<file path="config.mk">
export PLATFORM = sky130hd
export DESIGN_NAME = instruction_fetch_stage_flat
export DESIGN_NICKNAME = d
export VERILOG_FILES = /design/src/rtl/instruction_fetch_stage_pkg.sv /design/src/rtl/instruction_fetch_stage_if.sv /design/src/rtl/instruction_fetch_stage_if_id_register.sv /design/src/rtl/instruction_fetch_stage.sv /design/src/flat_wrapper.sv
export SDC_FILE = /design/constraint.sdc
export NUM_CORES = 1
export LEC_CHECK = 0
export ABC_CLOCK_PERIOD_IN_PS = 5700
export BUFFER_PORTS_ARGS = -buffer_cell sky130_fd_sc_hd__buf_2
export CAP_MARGIN = 20
export CORE_MARGIN = 2
export CORE_UTILIZATION = 54
export CTS_CLUSTER_DIAMETER = 30
export DETAILED_ROUTE_END_ITERATION = 10
export GPL_TIMING_DRIVEN = 0
export PLACE_DENSITY = 0.86
export SLEW_MARGIN = 10
export SYNTH_ARGS = -nofsm -noshare
export SYNTH_HDL_FRONTEND = slang
export SYNTH_SLANG_ARGS = --single-unit
</file>
<file path="constraint.sdc">
create_clock -name system_clock -period 5.7 [get_ports system_clock]
set_clock_uncertainty 0.15 [all_clocks]
set_input_delay 1.14 -clock system_clock [delete_from_list [all_inputs] [get_ports system_clock]]
set_output_delay 1.14 -clock system_clock [all_outputs]
set_load 0.01 [all_outputs]
</file>
<file path="src/rtl/instruction_fetch_stage_pkg.sv">
// Purpose : shared types and constants for the MIPS IF stage and its IF/ID register.
// Contents: word width, NOP encoding, PC step, per-edge fetch operation enum,
//           IF/ID payload struct and a word-alignment helper.
package instruction_fetch_stage_pkg;

   localparam int unsigned WORD_W  = 32;
   localparam logic [WORD_W-1:0] MIPS_NOP     = 32'h0000_0000;
   localparam logic [WORD_W-1:0] MIPS_PC_STEP = 32'd4;

   // Action taken by the stage on the coming rising edge.
   typedef enum logic [1:0] {
      OP_RUN   = 2'd0,
      OP_HOLD  = 2'd1,
      OP_FLUSH = 2'd2
   } fetch_op_e;

   // Contents of the IF/ID pipeline register.
   typedef struct packed {
      logic [WORD_W-1:0] instruction;
      logic [WORD_W-1:0] pc_plus4;
      logic              valid;
   } if_id_payload_t;

   // A bubble and the reset value are the same thing: a NOP marked invalid.
   localparam if_id_payload_t IF_ID_BUBBLE = '{instruction: MIPS_NOP,
                                               pc_plus4:    '0,
                                               valid:       1'b0};

   // Byte addresses are forced onto word boundaries.
   function automatic logic [WORD_W-1:0] word_align(input logic [WORD_W-1:0] addr);
      return {addr[WORD_W-1:2], 2'b00};
   endfunction

endpackage

</file>
<file path="src/rtl/instruction_fetch_stage_if.sv">
// Purpose : bus bundle between the IF stage and its surroundings
//           (hazard unit, redirect source, instruction memory, ID stage).
// master  : the IF stage (drives imem_address, pc and the IF/ID outputs).
// slave   : the environment (drives stall, redirect, redirect_target, imem_data).
interface instruction_fetch_stage_if
   import instruction_fetch_stage_pkg::*;
#(
   parameter int unsigned SIZE_EXP2 = 10
);
   logic                 stall;
   logic                 redirect;
   logic [WORD_W-1:0]    redirect_target;
   logic [SIZE_EXP2-1:0] imem_address;
   logic [WORD_W-1:0]    imem_data;
   logic [WORD_W-1:0]    pc;
   logic [WORD_W-1:0]    if_id_instruction;
   logic [WORD_W-1:0]    if_id_pc_plus4;
   logic                 if_id_valid;

   modport master (
      input  stall, redirect, redirect_target, imem_data,
      output imem_address, pc, if_id_instruction, if_id_pc_plus4, if_id_valid
   );

   modport slave (
      output stall, redirect, redirect_target, imem_data,
      input  imem_address, pc, if_id_instruction, if_id_pc_plus4, if_id_valid
   );
endinterface

</file>
<file path="src/rtl/instruction_fetch_stage_if_id_register.sv">
// Purpose : IF/ID pipeline flop bank with flush/hold/load control and async reset.
// Ports   : clk, rst (async, active-high), flush (load a bubble, highest priority),
//           hold (keep contents), load (capture payload_in), payload_in, payload (registered).
module if_id_register
   import instruction_fetch_stage_pkg::*;
(
   input  logic           clk,
   input  logic           rst,
   input  logic           flush,
   input  logic           hold,
   input  logic           load,
   input  if_id_payload_t payload_in,
   output if_id_payload_t payload
);

   // Flush beats hold beats load; with none asserted the contents stay put.
   always_ff @(posedge clk or posedge rst) begin
      if (rst) begin
         payload <= IF_ID_BUBBLE;
      end else if (flush) begin
         payload <= IF_ID_BUBBLE;
      end else if (load && !hold) begin
         payload <= payload_in;
      end
   end

endmodule

</file>
<file path="src/rtl/instruction_fetch_stage.sv">
// Purpose : IF stage of the 5-stage MIPS pipeline. Owns the PC, drives the
//           instruction-memory word address and fills the IF/ID register.
// Ports   : system_clock, reset (async, active-high),
//           bus (master modport): stall, redirect, redirect_target, imem_data in;
//           imem_address (combinational from pc), pc, if_id_* out.
// Option  : FETCH_STATS_EN adds fetch_count / bubble_count outputs.
module instruction_fetch_stage
   import instruction_fetch_stage_pkg::*;
#(
   parameter int unsigned       SIZE_EXP2 = 10,
   parameter logic [WORD_W-1:0] RESET_PC  = 32'h0000_0000
) (
   input  logic                      system_clock,
   input  logic                      reset,
   instruction_fetch_stage_if.master bus
`ifdef FETCH_STATS_EN
   ,
   output logic [WORD_W-1:0]         fetch_count,
   output logic [WORD_W-1:0]         bubble_count
`endif
);

   localparam logic [WORD_W-1:0] RESET_PC_ALIGNED = {RESET_PC[WORD_W-1:2], 2'b00};

   fetch_op_e         op;
   logic [WORD_W-1:0] pc_q;
   logic [WORD_W-1:0] pc_d;
   logic [WORD_W-1:0] pc_plus4;
   if_id_payload_t    fetch_payload;
   if_id_payload_t    if_id_q;

   // Per-edge action: redirect overrides stall, stall overrides normal fetch.
   always_comb begin
      op            = OP_RUN;
      pc_plus4      = pc_q + MIPS_PC_STEP;
      pc_d          = pc_q;
      fetch_payload = '{instruction: bus.imem_data, pc_plus4: pc_plus4, valid: 1'b1};

      if (bus.redirect) begin
         op = OP_FLUSH;
      end else if (bus.stall) begin
         op = OP_HOLD;
      end

      case (op)
         OP_RUN:   pc_d = pc_plus4;
         OP_FLUSH: pc_d = word_align(bus.redirect_target);
         OP_HOLD:  pc_d = pc_q;
         default:  pc_d = pc_q;
      endcase
   end

   // Program counter.
   always_ff @(posedge system_clock or posedge reset) begin
      if (reset) begin
         pc_q <= RESET_PC_ALIGNED;
      end else begin
         pc_q <= pc_d;
      end
   end

   if_id_register u_if_id (
      .clk        (system_clock),
      .rst        (reset),
      .flush      (op == OP_FLUSH),
      .hold       (op == OP_HOLD),
      .load       (op == OP_RUN),
      .payload_in (fetch_payload),
      .payload    (if_id_q)
   );

   // Word address wraps naturally by dropping the bits above the memory depth.
   assign bus.imem_address      = pc_q[SIZE_EXP2+1:2];
   assign bus.pc                = pc_q;
   assign bus.if_id_instruction = if_id_q.instruction;
   assign bus.if_id_pc_plus4    = if_id_q.pc_plus4;
   assign bus.if_id_valid       = if_id_q.valid;

`ifdef FETCH_STATS_EN
   // Fetches count loaded instructions; bubbles count stall and redirect edges.
   always_ff @(posedge system_clock or posedge reset) begin
      if (reset) begin
         fetch_count  <= '0;
         bubble_count <= '0;
      end else if (op == OP_RUN) begin
         fetch_count  <= fetch_count + 32'd1;
      end else begin
         bubble_count <= bubble_count + 32'd1;
      end
   end
`endif

endmodule

</file>
<file path="src/flat_wrapper.sv">
// flat-port wrapper written by rule: the top's interface ports become plain ports
module instruction_fetch_stage_flat import instruction_fetch_stage_pkg::*;
#(
   parameter int unsigned       SIZE_EXP2 = 10,
   parameter logic [WORD_W-1:0] RESET_PC  = 32'h0000_0000
)
  (system_clock, reset, bus_stall, bus_redirect, bus_redirect_target, bus_imem_data, bus_imem_address, bus_pc, bus_if_id_instruction, bus_if_id_pc_plus4, bus_if_id_valid);
  instruction_fetch_stage_if #(.SIZE_EXP2(SIZE_EXP2)) bus_i ();
  input  logic system_clock;
  input  logic reset;
  input wire logic [$bits(bus_i.stall)-1:0] bus_stall;
  input wire logic [$bits(bus_i.redirect)-1:0] bus_redirect;
  input wire logic [$bits(bus_i.redirect_target)-1:0] bus_redirect_target;
  input wire logic [$bits(bus_i.imem_data)-1:0] bus_imem_data;
  output wire logic [$bits(bus_i.imem_address)-1:0] bus_imem_address;
  output wire logic [$bits(bus_i.pc)-1:0] bus_pc;
  output wire logic [$bits(bus_i.if_id_instruction)-1:0] bus_if_id_instruction;
  output wire logic [$bits(bus_i.if_id_pc_plus4)-1:0] bus_if_id_pc_plus4;
  output wire logic [$bits(bus_i.if_id_valid)-1:0] bus_if_id_valid;
  assign bus_i.stall = bus_stall;
  assign bus_i.redirect = bus_redirect;
  assign bus_i.redirect_target = bus_redirect_target;
  assign bus_i.imem_data = bus_imem_data;
  assign bus_imem_address = bus_i.imem_address;
  assign bus_pc = bus_i.pc;
  assign bus_if_id_instruction = bus_i.if_id_instruction;
  assign bus_if_id_pc_plus4 = bus_i.if_id_pc_plus4;
  assign bus_if_id_valid = bus_i.if_id_valid;
  instruction_fetch_stage #(.SIZE_EXP2(SIZE_EXP2), .RESET_PC(RESET_PC)) u_core (.system_clock(system_clock), .reset(reset), .bus(bus_i));
endmodule
</file>
* Word level (Yosys, flattened, before mapping)
Cells that the tools add are included.
** Storage, ports and cells
- Register bits :: 97
- Bits in latches :: 0
- Bits in writable memories :: 0
- Bits in read-only memories :: 0
- Bits of input ports :: 68
- Output and inout port bits :: 107
- Memories :: 0
** Operators by class
- Add/sub/neg operators :: 1
- Multipliers :: 0
- Div/mod/pow operators :: 0
- Order comparisons :: 0
- Eq/ne operators :: 2
- Shift-type cells :: 0
- Multiplexer cells :: 5
- Bitwise logic cells :: 0
- Reduce and logical (&&, ||, !) cells :: 5
** Operators by type and width (number)
- 65-bit two-way mux :: 2
- 32-bit one-hot mux with 2 select lines :: 1
- 32-bit by 3-bit adder with 32-bit output (second input constant) :: 1
- 2-bit nonzero test :: 2
- 2-bit by 1-bit == test with 1-bit output (second input constant) :: 1
- 2-bit == test (second input constant) :: 1
- 2-bit zero test :: 1
- 2-bit two-way mux :: 1
- 1-bit logical AND :: 1
- 1-bit zero test :: 1
- 1-bit two-way mux :: 1

* Logic depth before layout (Yosys ltp)
Gate-level depths: netlist of run 1.
- Word-level depth :: 7
- Mapped depth :: 7
- Mapped depth without buffers :: 6

* Hierarchy
A second synthesis of run 1 with hierarchy kept.
** Unflattened totals
- Cell total of the unflattened synthesis :: 603
- Area, all modules :: 5763.0 um^2
** Modules (own cells, without submodules)
- if_id_register :: instances 1, cells an instance 297, area an instance 3357.0 um^2, seq. area each 1626.6 um^2
- instruction_fetch_stage :: instances 1, cells an instance 306, area an instance 2406.1 um^2, seq. area each 750.7 um^2

* Worst setup path after synthesis of run 1
No wires, ideal clock.
- Path kind :: in2reg
- From :: input bus_stall
- To :: register u_core.pc_q[30], in the netlist u_core.bus.pc[30]
- Arrival time :: 2.474 ns
- Data required time :: 5.467 ns
- Setup slack :: 2.993 ns
- Cell stages on the path :: 6
- Path buffers :: 1
- Cells stage by stage :: clkbuf_1 nand4b_1 nor4_1 nand4_1 xor2_1 o21ai_0
** On the way
- Longest elaborated chain between the ends :: 4
- Elaborated cells on any way between the ends :: 6
- Those cells by class :: eq/ne: 1; mux: 3; reduce/logical: 2
** Ends and longest elaborated chain
- from (decl) :: RTL line flat_wrapper.sv:11 : input wire logic [$bits(bus_i.stall)-1:0] bus_stall;
- 1-bit two-way mux (*) :: RTL line instruction_fetch_stage.sv:41 : end else if (bus.stall) begin
- 2-bit two-way mux (*) :: RTL line instruction_fetch_stage.sv:39 : if (bus.redirect) begin
- 2-bit == test / 2-bit zero test (equally long branches) :: RTL line instruction_fetch_stage.sv:45 : case (op)
- 32-bit one-hot mux with 2 select lines / 2-bit nonzero test (equally long branches)
- to (signal assigned) :: RTL line instruction_fetch_stage.sv:58 : pc_q <= pc_d;
- to (decl) :: RTL line instruction_fetch_stage.sv:26 : logic [WORD_W-1:0] pc_q;
Every way passes the cells marked *; elsewhere a longest branch is shown, timed or not.
A chain may end at the register's enable or synchronous reset.

* Worst setup path in the final report of run 1
Ends and elaborated chain as after synthesis.

==> flow_summary.toml, run 1 <==
[global_route]
antenna_found_initial = 0
track_usage = 0.2681
grt-ovfl-total = 0
grt_pass1_vias = 4396
grt_first_pass_wirelength_um = 21040
grt_max_degree = 56

[placed_design]
place_congestion = 0.9625
io_buffers = 168
dp.final_hpwl_um = 9838
placed_area_um2 = 5872

[power]
cellLeakagePower_nw = 2.981
peakVddDrop_v = 0.0001285
powerDensity_nw_per_um2 = 251.8

[critical_path]
rr_worst_depth = 6
critPathRequiredTime_ns = 5.83
arrival_ns = 3.08
cp_max_fo = 9
reg2reg_slack_ns = 3.09
timing.rr.end = "u_core.bus.pc[30]"
start_kind = "input port"
worstSetupEndpointType = "flop"
timing.rr.start = "u_core.bus.pc[2]"
worstSetupPathType = "in2reg"

[final_layout]
finalInstanceArea_um2 = 6076
syn_to_final_growth_pct = 24.96
layout-drive-gt1-share = 0.3460
nets = 746
antenna_cells = 0
fillers = 684

[synth]
syn-cell-area_um2 = 4862
synthDistinctLibCells = 47
yosysTopAreaCell = "dfrtp_1"
synthFlopType = "dfrtp_1"
synth_area_leaders = "dfrtp_1 48%, mux2i_1 8.2%, nor2_1 6.0%, xnor2_1 5.4%, xor2_1 4.1%"
ys_warn_count = 0
synth_most_common_cell = "dfrtp_1"
syn_area_per_cell_um2 = 9.803
ys_seq_area_frac = 0.4838
synth.top_cell.area_share = 0.4838
ys_ff_latch = 94
syn_inst = 496
synth_commonest_cells = "94 x dfrtp_1, 78 x nor2_1, 49 x nand2_1"
synth_edf_count = 0
async_flop_share = 1.000

[route]
drtIter0Drc = 176
routed_wl_um = 13130
wl_per_cell_um = 16.62
routed-via-count = 4456
vias_per_cell = 5.641
dr.pass1.iters = 4
drc = 0
ant_nets = 0

[flow_run]
maxCapViolCount = 0

[clock_tree]
cts_max_path_buffers = 2
htreeDepth = 3
cts_tree = "yes"
cts_made_buffers = 9
clkSlewWorstSetupHoldPaths_ns = 0.10
cts_sinks = 94
cts.hold.buffers_added = 0
ctsResizeCount = 0
clkLatencyLatePin_ns = 0.36
post-cts-setup-buffers = 0
root_buffer = "clkbuf_8"

[timing]
slew_headroom = 0.3902
hold_viol = 0
timing.final.crit_share = 0.5174
tns_ns = 0
min_period_ns = 2.949
worst_pin_slew_ns = 0.9064
maxSlewViolCount = 0
rsz0062_at_grt = "no"
max_freq_mhz = 339.1
setup_viol = 0

[worst_hold_path]
holdPathEnd = "u_core.u_if_id.payload[60]"
hold_start = "u_core.u_if_id.payload[60]"
min_path_type = "reg2reg"
whs_path_depth = 2

[floorplanning]
die-area_um2 = 9779
io_pins = 175
core_area_um2 = 8721
die_x_um = 98.89
start_util = 0.5575
die_h_um = 98.89
rows = 34

[outcome]
status = "complete, no violations"
where the power goes:
group / leakage (nW) / switching [mW] / internal [mW]
logic: 1.67 / 0.172 / 0.130
registers: 1.21 / 0.0510 / 0.714
clock network: 0.0968 / 0.255 / 0.208
worst max path at each step:
stage	to	from	slack [ns]
2_1_floorplan	u_core.bus.pc[10]	reset	1.96
3_3_place_gp	u_core.u_if_id.payload[17]	reset	0.98
3_5_place_dp	u_core.bus.pc[30]	bus_stall	2.46
4_1_cts	u_core.bus.pc[30]	bus_stall	2.83
5_1_grt	u_core.bus.pc[26]	bus_stall	2.55
6_report	u_core.bus.pc[30]	bus_stall	2.75
state kept, by name, summed over array words and instances, names as in the netlist:
signal / flops
u_core.u_if_id.payload: 64
u_core.bus.pc: 30
worst max-delay path: stages:
cell      delay, ns
clkbuf_1       0.22
nand4b_1       0.41
nor4_1         0.77
nand4_1        0.21
xor2_1         0.19
o21ai_0        0.15
cell usage in the layout, fill, tap and decap left out, types with 11 or more instances in the layout:
master	Yosys	final
nand4_1	11	11
xor2_1	23	23
buf_4	13	13
xnor2_1	30	30
clkbuf_1	21	21
a211oi_1	11	11
o21ai_0	31	31
mux2i_1	40	40
dfrtp_1	94	94
nand2_1	49	49
nor2_1	78	78
buf_2	8	176
through the flow:
step | worst slack (ns) | cells | utilization | power [mW] | hold WS, ns
finish | 2.751 | 790 | 0.6967 | 1.530 | 0.3812
global route | 2.551 | 790 | 0.6967 | 1.592 | 0.4064
CTS | 2.827 | 790 | 0.6967 | 1.530 | 0.3853
detailed placement | 2.460 | 774 | 0.6733 | 1.078 | 0.3606
global placement | 0.9768 | 773 | 0.6699 | 1.063 | 0.3416
floorplan | 1.961 | 497 | - | 0.9491 | 0.3977
layer usage:
layer	GRT usage	vias up	part of all wire
met2	0.4522	272	0.48
met1	0.3399	2121	0.40
met4	0.09800	0	0.027
li1	-	2028	-
met5	0	-	0
met3	0.05957	35	0.10
kinds of logic after synthesis:
logic type / count (synthesis) / synth area share
xor+xnor: 53 / 0.09547
compound gates: 57 / 0.07437
simple gates: 193 / 0.2007
mux: 41 / 0.08466
fa+ha+maj: 1 / 0.002573
other cells: 1 / 0.0007713
flops: 94 / 0.4838
buf+inv: 56 / 0.05764
area by class of cell:
type                       instances  area (µm²)  share of cell area
tap                              108       135.1             0.02224
buffer                            48       250.2             0.04119
sequential                        94        2352              0.3872
clock inverter                     7       80.08             0.01318
inverter                           8       32.53            0.005354
clock buffer                       9       123.9             0.02039
timing repair buffer             169       868.3              0.1429
multi-input combinational        347        2233              0.3676
Power figures use the tool's default switching activity.
==> run 2: changes to the inputs <==
--- a/config.mk
+++ b/config.mk
@@ -5,15 +5,15 @@
 export SDC_FILE = /design/constraint.sdc
 export NUM_CORES = 1
 export LEC_CHECK = 0
-export ABC_CLOCK_PERIOD_IN_PS = 5700
+export ABC_CLOCK_PERIOD_IN_PS = 2500
 export BUFFER_PORTS_ARGS = -buffer_cell sky130_fd_sc_hd__buf_2
 export CAP_MARGIN = 20
 export CORE_MARGIN = 2
-export CORE_UTILIZATION = 54
+export CORE_UTILIZATION = 45
 export CTS_CLUSTER_DIAMETER = 30
 export DETAILED_ROUTE_END_ITERATION = 10
 export GPL_TIMING_DRIVEN = 0
-export PLACE_DENSITY = 0.86
+export PLACE_DENSITY = 0.76
 export SLEW_MARGIN = 10
 export SYNTH_ARGS = -nofsm -noshare
 export SYNTH_HDL_FRONTEND = slang
==> constraint.sdc (replaced) <==
create_clock -name system_clock -period 2.5 [get_ports system_clock]
set_clock_uncertainty 0.15 [all_clocks]
set_input_delay 0.5 -clock system_clock [delete_from_list [all_inputs] [get_ports system_clock]]
set_output_delay 0.5 -clock system_clock [all_outputs]
set_load 0.01 [all_outputs]
==> run 2 against run 1 <==
Effect of this change: design area is 2.2% higher; die area increased by 19%; global-route usage fell by 3.4 points; largest cell class unchanged; highest routed layer unchanged.
==> flow_summary.toml, run 2 (same netlist as run 1, synthesis figures left out) <==
[placed_design]
place_congestion = 0.9061
dp.final_hpwl_um = 10450
io_buffers = 168
place_ws_ns = -0.1216
placed_area_um2 = 5921

[route]
dr.pass1.iters = 4
routed_wl_um = 13540
routed-via-count = 4269
drc = 0
drtIter0Drc = 292
vias_per_cell = 5.212
ant_nets = 0
wl_per_cell_um = 16.53

[critical_path]
start_kind = "flop"
crit_chain = "nand4_2 -> or4_1 -> buf_6 -> nor3_2 -> nor2_1 -> a221oi_2"
crit_family = "simple AND/OR/NAND/NOR gates"
critPathBufInv = 1
worstSetupPathType = "reg2reg"
critPathRequiredTime_ns = 2.64
arrival_ns = 2.46
cp_max_fo = 9
worstSetupEndpointType = "flop"
crit_slowest_cell = "or4_1"
cp_slowest_stage_delay_ns = 0.57

[floorplanning]
io_pins = 175
core_area_um2 = 10420
die-area_um2 = 11650
rows = 37
die_x_um = 107.9
start_util = 0.4668
die_h_um = 107.9

[flow_run]
maxCapViolCount = 0

[global_route]
gr-usage-met2 = 0.3908
grt_max_degree = 38
use_met1 = 0.3073
antenna_found_initial = 0
grt_first_pass_wirelength_um = 20950
grt-ovfl-total = 0
grt_pass1_vias = 4223
grt_use_met3 = 0.05003
track_usage = 0.2337
busiest_layer = "met2"

[final_layout]
final_util = 0.5959
syn_to_final_growth_pct = 27.66
multi_input_area_um2 = 2275
fillers = 954
final_cell_mix = "176 x buf_2, 93 x dfrtp_1, 78 x nor2_1"
layout-drive-gt1-share = 0.3543
nets = 747
largest_reg_flops = 64
register_area_um2 = 2354
top_register = "u_core.u_if_id.payload"
antenna_cells = 0
finalInstanceArea_um2 = 6207
final_common_cell = "buf_2"

[clock_tree]
cts_sinks = 94
htreeDepth = 3
clkSlewWorstSetupHoldPaths_ns = 0.09
cts_made_buffers = 9
clkLatencyLatePin_ns = 0.37
root_buffer = "clkbuf_8"
cts_tree = "yes"
cts.hold.buffers_added = 0
cts_max_path_buffers = 2

[timing]
maxSlewViolCount = 0
min_period_ns = 2.324
worst_pin_slew_ns = 0.7610
setup_slack_ns = 0.1764
setup_viol = 0
slew_headroom = 0.4927
hold_viol = 0
timing.final.crit_share = 0.9294
max_freq_mhz = 430.4

[power]
peakVddDrop_v = 0.0003273
powerDensity_nw_per_um2 = 589.5
finalPower_mw = 3.659
cellLeakagePower_nw = 3.030

[worst_hold_path]
min_path_type = "in2async"

[outcome]
status = "complete, no violations"
-- run 2: changes by cell type in the layout (fill, tap and decap cells not counted), moves of 2 or more --
cell       previous run  this run
buf_12                0         2
inv_6                 3         1
bufinv_16             1         3
nor4_4                0         2
nor4_1                8         6
-- run 2: metal layers --
| layer | vias up | share of wire |
|---|---|---|
| li1 | 2035 | - |
| met1 | 2070 | 0.42 |
| met2 | 148 | 0.49 |
| met3 | 16 | 0.067 |
| met4 | 0 | 0.014 |
| met5 | - | 0 |
-- run 2: power breakdown --
group,internal (mW),switching [mW],total (mW)
sequential,1.63,0.113,1.74
clock,0.667,0.556,1.22
combinational,0.299,0.395,0.694
-- run 2: timing repair --
action,CTS,global route
buffers inserted,0,0
setup endpoints to repair,3,11
pin swaps,0,1
gates cloned,0,0
resized for setup,2,5
-- run 2: worst paths after layout --
| path | depth (start not counted) | end | slack, ns | from |
|---|---|---|---|---|
| min in group system_clock | 3 | u_core.bus.pc[22] | 0.17 | bus_redirect_target[22] |
| worst max-delay path | 6 | u_core.u_if_id.payload[20] | 0.18 | u_core.bus.pc[11] |
| worst min register to register | 2 | u_core.u_if_id.payload[5] | 0.37 | u_core.u_if_id.payload[5] |
| worst min-delay path | 2 | u_core.bus.pc[7] | 0.03 | reset |
| worst max register to register | 6 | u_core.u_if_id.payload[20] | 0.18 | u_core.bus.pc[11] |
| max in group asynchronous | 3 | u_core.u_if_id.payload[30] | 1.61 | reset |
-- run 2: final cells by class --
class,instances,share of cell area
buffer,48,0.04031
multi-input combinational,347,0.3665
clock inverter,7,0.01935
sequential,94,0.3792
tap,136,0.02741
clock buffer,9,0.01996
inverter,8,0.005442
timing repair buffer,170,0.1419
-- run 2: worst register-to-register path: stages, from the launching register on --
cell and delay, ns:
dfrtp_1 0.56, nand4_2 0.34, or4_1 0.57, buf_6 0.16, nor3_2 0.16, nor2_1 0.08
a221oi_2 0.23
-- run 2: metrics by stage --
| stage | hold slack, ns | TNS [ns] | cells |
|---|---|---|---|
| global route | 0.05979 | -0.08201 | 819 |
| detailed placement | 0.3509 | -0.9821 | 803 |
| global placement | 0.3423 | -0.5283 | 801 |
| floorplan | 0.3977 | 0 | 497 |
| finish | 0.03115 | 0 | 819 |
| CTS | 0.05357 | 0 | 819 |
